==> config.mk <==
export PLATFORM = sky130hd
export DESIGN_NAME = multicycle_sequencer
export DESIGN_NICKNAME = d
export VERILOG_FILES = /design/src/rtl/multicycle_sequencer.sv
export SDC_FILE = /design/constraint.sdc
export NUM_CORES = 1
export LEC_CHECK = 0
export ABC_CLOCK_PERIOD_IN_PS = 2600
export CORE_ASPECT_RATIO = 0.7
export CORE_MARGIN = 2
export CORE_UTILIZATION = 55
export CTS_CLUSTER_DIAMETER = 50
export DETAILED_ROUTE_END_ITERATION = 7
export DONT_BUFFER_PORTS = 1
export GPL_TIMING_DRIVEN = 0
export MAX_ROUTING_LAYER = met4
export PLACE_DENSITY_LB_ADDON = 0.12
export SETUP_SLACK_MARGIN = 0.1
export SYNTH_ARGS = -nofsm -noshare
export SYNTH_HDL_FRONTEND = slang
export SYNTH_SLANG_ARGS = --single-unit
==> constraint.sdc <==
create_clock -name clk -period 2.6 [get_ports clk]
set_input_delay 0.39 -clock clk [delete_from_list [all_inputs] [get_ports clk]]
set_output_delay 0.39 -clock clk [all_outputs]
set_load 0.1 [all_outputs]
==> src/rtl/multicycle_sequencer.sv <==
// Multi-cycle instruction sequencer: walks each instruction through fetch, decode, execute,
// optional memory and writeback, sharing one ALU and one memory port across cycles.
package multicycle_sequencer_pkg;
    typedef struct packed {
        logic register_write;
        logic memory_read;
        logic memory_write;
        logic branch;
        logic jump;
    } control_signals_t;
endpackage

module multicycle_sequencer
    import multicycle_sequencer_pkg::*;
#(
    parameter int TIMEOUT_CYCLES = 255,
    parameter int COUNT_WIDTH    = 32
) (
    input  logic                   clk,
    input  logic                   rst_n,
    output logic                   imem_req,
    input  logic                   imem_ready,
    output logic                   ir_load,
    input  control_signals_t       control,
    input  logic                   branch_taken,
    output logic                   dmem_req,
    output logic                   dmem_we,
    input  logic                   dmem_ready,
    output logic                   rf_write_en,
    output logic                   pc_update,
    output logic                   pc_select,
    input  logic                   halt_req,
    output logic                   halted,
    output logic                   timeout_error,
    output logic [2:0]             state,
    output logic [COUNT_WIDTH-1:0] retired_count
);
    localparam logic [2:0] S_FETCH     = 3'd0;
    localparam logic [2:0] S_DECODE    = 3'd1;
    localparam logic [2:0] S_EXECUTE   = 3'd2;
    localparam logic [2:0] S_MEMORY    = 3'd3;
    localparam logic [2:0] S_WRITEBACK = 3'd4;
    localparam logic [2:0] S_HALTED    = 3'd5;
    localparam logic [2:0] S_ERROR     = 3'd6;

    // The counter only needs to reach TIMEOUT_CYCLES-1: the wait that would make it
    // TIMEOUT_CYCLES is the one that diverts to ERROR.
    localparam int WW  = (TIMEOUT_CYCLES > 1) ? $clog2(TIMEOUT_CYCLES) : 1;
    localparam int LIM = (TIMEOUT_CYCLES > 0) ? TIMEOUT_CYCLES - 1 : 0;

    logic [2:0]    next_state;
    logic [WW-1:0] wait_cnt;
    logic          waiting;
    logic          limit;

    assign waiting = (state == S_FETCH  && !imem_ready) ||
                     (state == S_MEMORY && !dmem_ready);
    assign limit   = (TIMEOUT_CYCLES != 0) && (wait_cnt == WW'(LIM));

    always_comb begin
        next_state = state;
        case (state)
            S_FETCH:     if (imem_ready) next_state = S_DECODE;
                         else if (limit) next_state = S_ERROR;
            S_DECODE:    next_state = S_EXECUTE;
            S_EXECUTE:   next_state = (control.memory_read || control.memory_write) ?
                                      S_MEMORY : S_WRITEBACK;
            S_MEMORY:    if (dmem_ready) next_state = S_WRITEBACK;
                         else if (limit) next_state = S_ERROR;
            S_WRITEBACK: next_state = halt_req ? S_HALTED : S_FETCH;
            S_HALTED:    next_state = halt_req ? S_HALTED : S_FETCH;
            S_ERROR:     next_state = S_ERROR;
            default:     next_state = S_ERROR;
        endcase
    end

    always_ff @(posedge clk) begin
        if (!rst_n) begin
            state         <= S_FETCH;
            retired_count <= '0;
            wait_cnt      <= '0;
        end else begin
            state <= next_state;
            if (state == S_WRITEBACK)
                retired_count <= retired_count + COUNT_WIDTH'(1);
            if (next_state != state || !waiting)
                wait_cnt <= '0;
            else if (TIMEOUT_CYCLES != 0)
                wait_cnt <= wait_cnt + WW'(1);
        end
    end

    // Strobes decode from the registered state; reset masks them all.
    always_comb begin
        imem_req      = 1'b0;
        ir_load       = 1'b0;
        dmem_req      = 1'b0;
        dmem_we       = 1'b0;
        rf_write_en   = 1'b0;
        pc_update     = 1'b0;
        pc_select     = 1'b0;
        halted        = 1'b0;
        timeout_error = 1'b0;
        if (rst_n) begin
            case (state)
                S_FETCH: begin
                    imem_req = 1'b1;
                    ir_load  = imem_ready;
                end
                S_MEMORY: begin
                    dmem_req = 1'b1;
                    dmem_we  = control.memory_write;
                end
                S_WRITEBACK: begin
                    rf_write_en = control.register_write;
                    pc_update   = 1'b1;
                    pc_select   = control.jump | (control.branch & branch_taken);
                end
                S_HALTED: halted        = 1'b1;
                S_ERROR:  timeout_error = 1'b1;
                default: ;
            endcase
        end
    end
endmodule

# After elaboration in Yosys (flattened, before gate mapping)

Index checks and enable logic that the tools add are counted.

Flip-flop bits (word level): 43
Logic and storage cells: 51

Add/sub/neg operators: 2
Eq/ne operators: 8
Multiplexer cells: 24
Bitwise operators: 3
Reductions and logical operators: 11

Operator list:

| cell                  | number |
|---|---|
| $add 32x1->32 const B | 1 |
| $mux 1                | 18 |
| $mux 3                | 5 |
| $pmux 3 s5            | 1 |
| $eq 3x3->1 const B    | 3 |
| $add 8x1->8 const B   | 1 |
| $eq 8x8->1 const B    | 1 |
| $eq 3x2->1 const B    | 2 |
| $reduce_or 2->1       | 2 |
| $eq 3x1->1 const B    | 1 |
| $logic_not 1->1       | 3 |
| $logic_not 3->1       | 1 |
| $logic_or 1x1->1      | 3 |
| $ne 3x3->1            | 1 |
| $logic_and 1x1->1     | 2 |
| $and 1x1->1           | 1 |
| $not 1->1             | 1 |
| $or 1x1->1            | 1 |

# Logic depth before layout (Yosys ltp)

Gate-level depths: netlist of the first run.

Depth in word-level cells: 7
Gate-level depth with buffers: 7
Depth with buffers taken out: 6

# Worst setup path before layout of the first run

Ideal clock, no wire load.

Path type: reg-to-output
Start point: register state[2]
End point: output port rf_write_en
Arrival: 4.460 ns
Required time: 2.210 ns
Slack: -2.250 ns
Cell stages (with the launch flop): 5
Buffers on the path: 1
Cell sequence: dfxtp_1 clkbuf_1 nand2_1 nor3_1 and2_1

Word-level cells in the longest chain between the ends: 3

RTL lines:

| item                   | RTL line | text |
|---|---|---|
| from (decl)            | 35       | `output logic [2:0] state,` |
| from (signal assigned) | 83       | `state <= next_state;` |
| $eq 3x3->1             | 105      | `case (state)` |
| $mux 1                 | 105      |  |
| $mux 1                 | 104      | `if (rst_n) begin` |
| to (decl)              | 29       | `output logic rf_write_en,` |

No other way between the ends.

# Final worst setup path of the first run

Ends and elaborated chain as after synthesis.

==> results of run 1 <==
cell families (layout without fill, tap and decap cells):
| group | Yosys count | in the layout | synth area share, % |
|---|---|---|---|
| xor gates and xnor gates | 16 | 16 | 6.36 |
| and+or+nand+nor | 133 | 133 | 33.7 |
| buffers and inverters | 24 | 38 | 4.54 |
| muxes | 8 | 8 | 3.63 |
| DFF | 43 | 43 | 39.0 |
| adders and majority gates | 3 | 3 | 1.70 |
| AOI/OAI and AO/OA | 39 | 39 | 11.0 |
worst max-delay path: stages, from the launching register on:
cell and delay, ns:
dfxtp_4 0.56, buf_8 0.17, nand2_8 0.05, nor3_4 0.79
and2_4 0.48
state kept, by name, summed over array words and instances (netlist names):
name	flops
state	3
wait_cnt	8
retired_count	32
area by class of cell:
| type | count | area share (%) |
|---|---|---|
| clock inverters | 1 | 0.186 |
| flip-flops and latches | 43 | 34.9 |
| clock buffers | 7 | 4.00 |
| multi-input cells | 199 | 50.8 |
| plain buffers | 15 | 4.10 |
| well taps | 52 | 2.42 |
| repair buffers | 6 | 2.37 |
| inverters | 9 | 1.26 |
routing by layer:
layer  track usage (%)  vias to the layer above
li1                  -                      998
met1              37.1                      939
met2              34.3                       67
met3              6.01                        7
met4              8.13                        0
met5                 -                        -
cells in the final DEF, fill, tap and decap left out, types with 2 or more instances in the layout:
master      n
nand2b_1    7
xnor2_1     9
mux2i_1     8
nor3_1     11
nand2_1    23
and4_1      2
or4_1      15
ha_1        3
dfxtp_1    10
clkbuf_8    7
buf_4       2
nor2_1     19
dfxtp_4    14
clkbuf_16   2
or3_1       7
nand3_1    13
inv_1       9
buf_8       2
dfxtp_2    19
xor2_1      7
o21ai_0     5
nor3b_4     2
nor4_1      8
and2_4      3
a21oi_1    17
o31a_1      2
nor3_4      2
o31ai_1    12
clkbuf_1    7
nand4_1     6
buf_6       4
buf_2       2
power by group through the flow:
stage	clock, mW	combinational, mW	sequential, mW
finish	0.510	0.142	0.702
global route	0.548	0.152	0.704
CTS	0.512	0.138	0.704
detailed placement	0	0.118	0.727
global placement	0	0.116	0.727
floorplan	0	0.105	0.723
how the worst max path moves through the flow:
stage,startpoint,to,slack [ns]
floorplan,state[2],rf_write_en,0.03
global placement,retired_count[4],retired_count[28],-0.20
detailed placement,retired_count[4],retired_count[27],-0.19
CTS,state[2],rf_write_en,-0.21
global route,state[2],rf_write_en,-0.20
finish,state[2],rf_write_en,-0.15
repair_timing:
| item | 4_1_cts | 5_1_grt |
|---|---|---|
| gates resized for setup | 28 | 19 |
| pin swaps | 7 | 4 |
| setup endpoints to repair | 23 | 21 |
| hold endpoints to repair | 0 | 0 |
| setup buffers | 5 | 1 |
==> flow_summary.yaml, run 1 <==
finish:
  antenna_cells: 0
  regArea_sq_um: 937
  nFillCells: 315
  layout.cells.non_filler: 332
  multi_input_area_sq_um: 1370
  area_delta_synth_final_pct: 21.9
  nNetsFinal: 293
  final_util_pct: 69.4
  drive_gt1_share_pct: 25.7
  finish.instance_area_sq_um: 2690
logic_synthesis:
  ys_seq_area_share_pct: 39.0
  syn_area_sq_um: 2200
  netlist-cell-type-count: 35
  yosys-top-cells-area: "dfxtp_1, or4_1, nand2_1"
  synthesis.nets: 280
  ys.flop_type: "dfxtp_1"
  synth-async-reset-ratio_pct: 0
  ys_ff_latch: 43
  synth_area_per_cell_sq_um: 8.29
  synth_most_common_cell: "dfxtp_1"
  yosysWarnings: 0
  synth_top_area_cell: "dfxtp_1"
  synth-edff-count: 0
  synth.top_cell.area_share_pct: 39.0
  synthCells: 266
  synth_common_cells: "dfxtp_1, nand2_1, nor2_1"
critical_path:
  path_class: "reg2out"
  path_max_fanout: 5
  ff2ff_setup_slack_ns: 0.20
  worstPathRequired_ns: 2.21
  r2r-end: "retired_count[28]"
  critPathLaunchType: "flop"
  endpoint_kind: "output port"
  rr_worst_depth: 6
  r2r_start: "retired_count[1]"
  arrival_ns: 2.36
pwr:
  power_density_nw_per_um2: 504
  clkPwrFrac_pct: 37.7
  leakage_nw: 0.891
  intPower_mw: 0.977
  finalPower_mw: 1.35
  ir_worst_vdd_v: 0.000394
  p_switching_mw: 0.377
  p_comb_share_pct: 10.5
  p_sw_share_pct: 27.8
  p_seq_share_pct: 51.8
timing:
  holdWs_ns: 0.320
  period_share_pct: 106
  post-route-min-period_ns: 2.75
  relSlewSlack_pct: 11.5
  maxSlewViolCount: 0
  max_freq_ghz: 0.364
  rsz0062_at_grt: "true"
  setup_violations: 3
  fin_skew_ns: 0.00255
  setup_ws_ns: -0.148
  worst_pin_slew_ns: 1.32
  finalHoldViolCount: 0
  setup_tns_ns: -0.413
status:
  status: "finished with violations"
  failed_checks: "negative setup slack"
route:
  routedWlPerCell_um: 15.9
  via_per_inst: 6.06
  wl_um: 5290
  firstDrtPassIters: 4
  route.detailed.drc: 0
  vias: 2011
  top_layer_used: "met4"
  wl_met1_um: 2570
  ant_nets: 0
  drt_iter0_drc: 123
  route.met3.wl_um: 365
  wl_met2_um: 2300
floorplan:
  start_util_pct: 56.9
  fp.dieW_um: 79.7
  dieArea_sq_um: 4540
  rows: 19
  die_h_um: 57.0
  core_area_sq_um: 3870
  pin_count: 55
min_path:
  hold_depth: 3
  hold_path_end: "state[2]"
  hold_path.class: "in2reg"
  hp-start: "halt_req"
placement:
  dp_hpwl_um: 3700
  preCtsSetupSlack_ns: -0.193
  placed_area_sq_um: 2400
  placed_cells: 318
  io_buffers: 0
  gp_congestion: 0.844
clock_network:
  ctsHoldBuffers: 0
  cts_made_buffers: 5
  clk_latency_ns: 0.30
  clockBufferDepth: 2
  cts_root_buffer: "clkbuf_8"
  cts_tree: "built"
  htree_levels: 2
  clock-sinks: 43
  path_clk_slew_ns: 0.08
global_routing:
  grt_pass1_wl_um: 8740
  grt.overflow.total: 0
  grt_pass1_vias: 1847
  grt_max_degree: 14
  antenna_found_initial: 0
  grtUsageTotal_pct: 25.3
run:
  cap_viol_max_count: 0
Power figures use the tool's default switching activity.
==> inputs of run 2 (changes only) <==
Settings changed: CORE_UTILIZATION 55 to 62.
==> flow_summary.yaml, run 2 (synthesis results as in run 1) <==
critical_path:
  endpoint_kind: "output port"
  critPathLaunchType: "flop"
  r2r-end: "retired_count[22]"
  crit_end: "rf_write_en"
  path_class: "reg2out"
  path_max_fanout: 5
  crit_start: "state[2]"
  ff2ff_setup_slack_ns: 0.18
  r2r_start: "retired_count[15]"
  cp_cell_sequence: "buf_8, nand2_8, nor3_4, and2_4"
  slowest_delay_ns: 0.81
  worst-path-stages: 4
  crit_buf_inv: 1
  rr_worst_depth: 6
  arrival_ns: 2.41
  worstPathRequired_ns: 2.21
  cp_slowest_cell: "nor3_4"
  critical_path.top_delay_family: "simple AND/OR/NAND/NOR gates"
clock_network:
  cts_tree: "built"
  clockBufferDepth: 2
  cts_made_buffers: 5
  ctsHoldBuffers: 0
  cts_root_buffer: "clkbuf_8"
  path_clk_slew_ns: 0.09
  clk_latency_ns: 0.30
  clock-sinks: 43
  htree_levels: 2
finish:
  regArea_sq_um: 946
  nFillCells: 252
  final_util_pct: 78.0
  area_delta_synth_final_pct: 22.7
  regMostFlops: "retired_count"
  reg_top3: "retired_count (32), wait_cnt (8), state (3)"
  final_common_cell: "nand2_1"
  nNetsFinal: 294
  multi_input_area_sq_um: 1380
  layout.cells.non_filler: 331
  drive_gt1_share_pct: 26.0
  antenna_cells: 0
  largest_reg_flops: 32
  mostFrequentLayoutCells: "nand2_1, nor2_1, dfxtp_4"
run:
  cap_viol_max_count: 0
placement:
  io_buffers: 0
  preCtsSetupSlack_ns: -0.204
  dp_hpwl_um: 3730
  gp_congestion: 0.801
  placed_cells: 316
global_routing:
  antenna_found_initial: 0
  grt.overflow.total: 0
  grtUsageTotal_pct: 29.5
  grt_max_degree: 15
  grt_pass1_wl_um: 8590
  grt_pass1_vias: 1751
timing:
  fin_skew_ns: 0.00664
  finalHoldViolCount: 0
  period_share_pct: 108
  rsz0062_at_grt: "true"
  maxSlewViolCount: 0
  relSlewSlack_pct: 11.0
  worst_pin_slew_ns: 1.32
  setup_violations: 4
  max_freq_ghz: 0.357
  post-route-min-period_ns: 2.80
  setup_ws_ns: -0.200
pwr:
  ir_worst_vdd_v: 0.000374
  p_switching_mw: 0.376
  clkPwrFrac_pct: 38.2
  p_sw_share_pct: 27.6
  power_density_nw_per_um2: 503
  intPower_mw: 0.985
  p_seq_share_pct: 51.2
  leakage_nw: 0.899
  p_comb_share_pct: 10.6
floorplan:
  start_util_pct: 63.6
  dieArea_sq_um: 4060
  fp.dieW_um: 75.3
  rows: 18
  core_area_sq_um: 3470
  pin_count: 55
  die_h_um: 53.9
route:
  firstDrtPassIters: 5
  drt_iter0_drc: 224
  vias: 2089
  routedWlPerCell_um: 18.2
  wl_um: 6020
  ant_nets: 0
  via_per_inst: 6.31
  route.detailed.drc: 0
min_path:
  hold_path.class: "in2reg"
status:
  failed_checks: "negative setup slack"
  status: "finished with violations"
## run 2: power by group through the flow
stage | logic (mW) | clock network (mW) | registers, mW
final | 0.145 | 0.519 | 0.697
after global routing | 0.153 | 0.547 | 0.699
after CTS | 0.138 | 0.525 | 0.701
after detailed placement | 0.117 | 0 | 0.726
after global placement | 0.116 | 0 | 0.727
after floorplan | 0.105 | 0 | 0.723
## run 2: tightest hold or removal path, stage by stage
cell and delay [ns]:
nand2_1 0.05, nand2_1 0.07, o21a_1 0.10
## run 2: cell type report
| class | instances | area share, % |
|---|---|---|
| Tap cell | 50 | 2.31 |
| Sequential cell | 43 | 35.0 |
| Clock buffer | 5 | 2.54 |
| Multi-Input combinational cell | 199 | 51.0 |
| Buffer | 15 | 3.84 |
| Clock inverter | 3 | 1.62 |
| Inverter | 9 | 1.25 |
| Timing Repair Buffer | 7 | 2.50 |
## run 2: worst min path at each step
stage                           start  cells past startpoint          end
after global routing         halt_req                      3     state[2]
after floorplan           wait_cnt[0]                      1  wait_cnt[0]
final                        halt_req                      3     state[2]
after detailed placement  wait_cnt[0]                      1  wait_cnt[0]
after global placement    wait_cnt[0]                      1  wait_cnt[0]
after CTS                    halt_req                      3     state[2]
## run 2: through the flow
step | hold slack [ns] | power [mW] | setup TNS [ns] | instance area, sq um
final | 0.328 | 1.36 | -0.544 | 2710
after global routing | 0.329 | 1.40 | -0.774 | 2710
after detailed placement | 0.511 | 0.843 | -1.91 | 2390
after CTS | 0.322 | 1.36 | -0.567 | 2640
after floorplan | 0.479 | 0.828 | 0 | 2330
after global placement | 0.503 | 0.843 | -1.11 | 2390
## run 2: timing repair
item / in CTS / in global routing
pin swaps: 6 / 5
buffers inserted: 6 / 1
endpoints found under the setup margin: 24 / 20
resized for setup: 30 / 21
cloned: 0 / 0
## run 2: metal layers
layer | global-route usage, % | routed length (um) | up-vias
li1 | - | - | 996
met3 | 7.49 | 419 | 11
met4 | 8.48 | 72 | 0
met1 | 41.4 | 2710 | 984
met5 | - | 0 | -
met2 | 41.8 | 2820 | 98
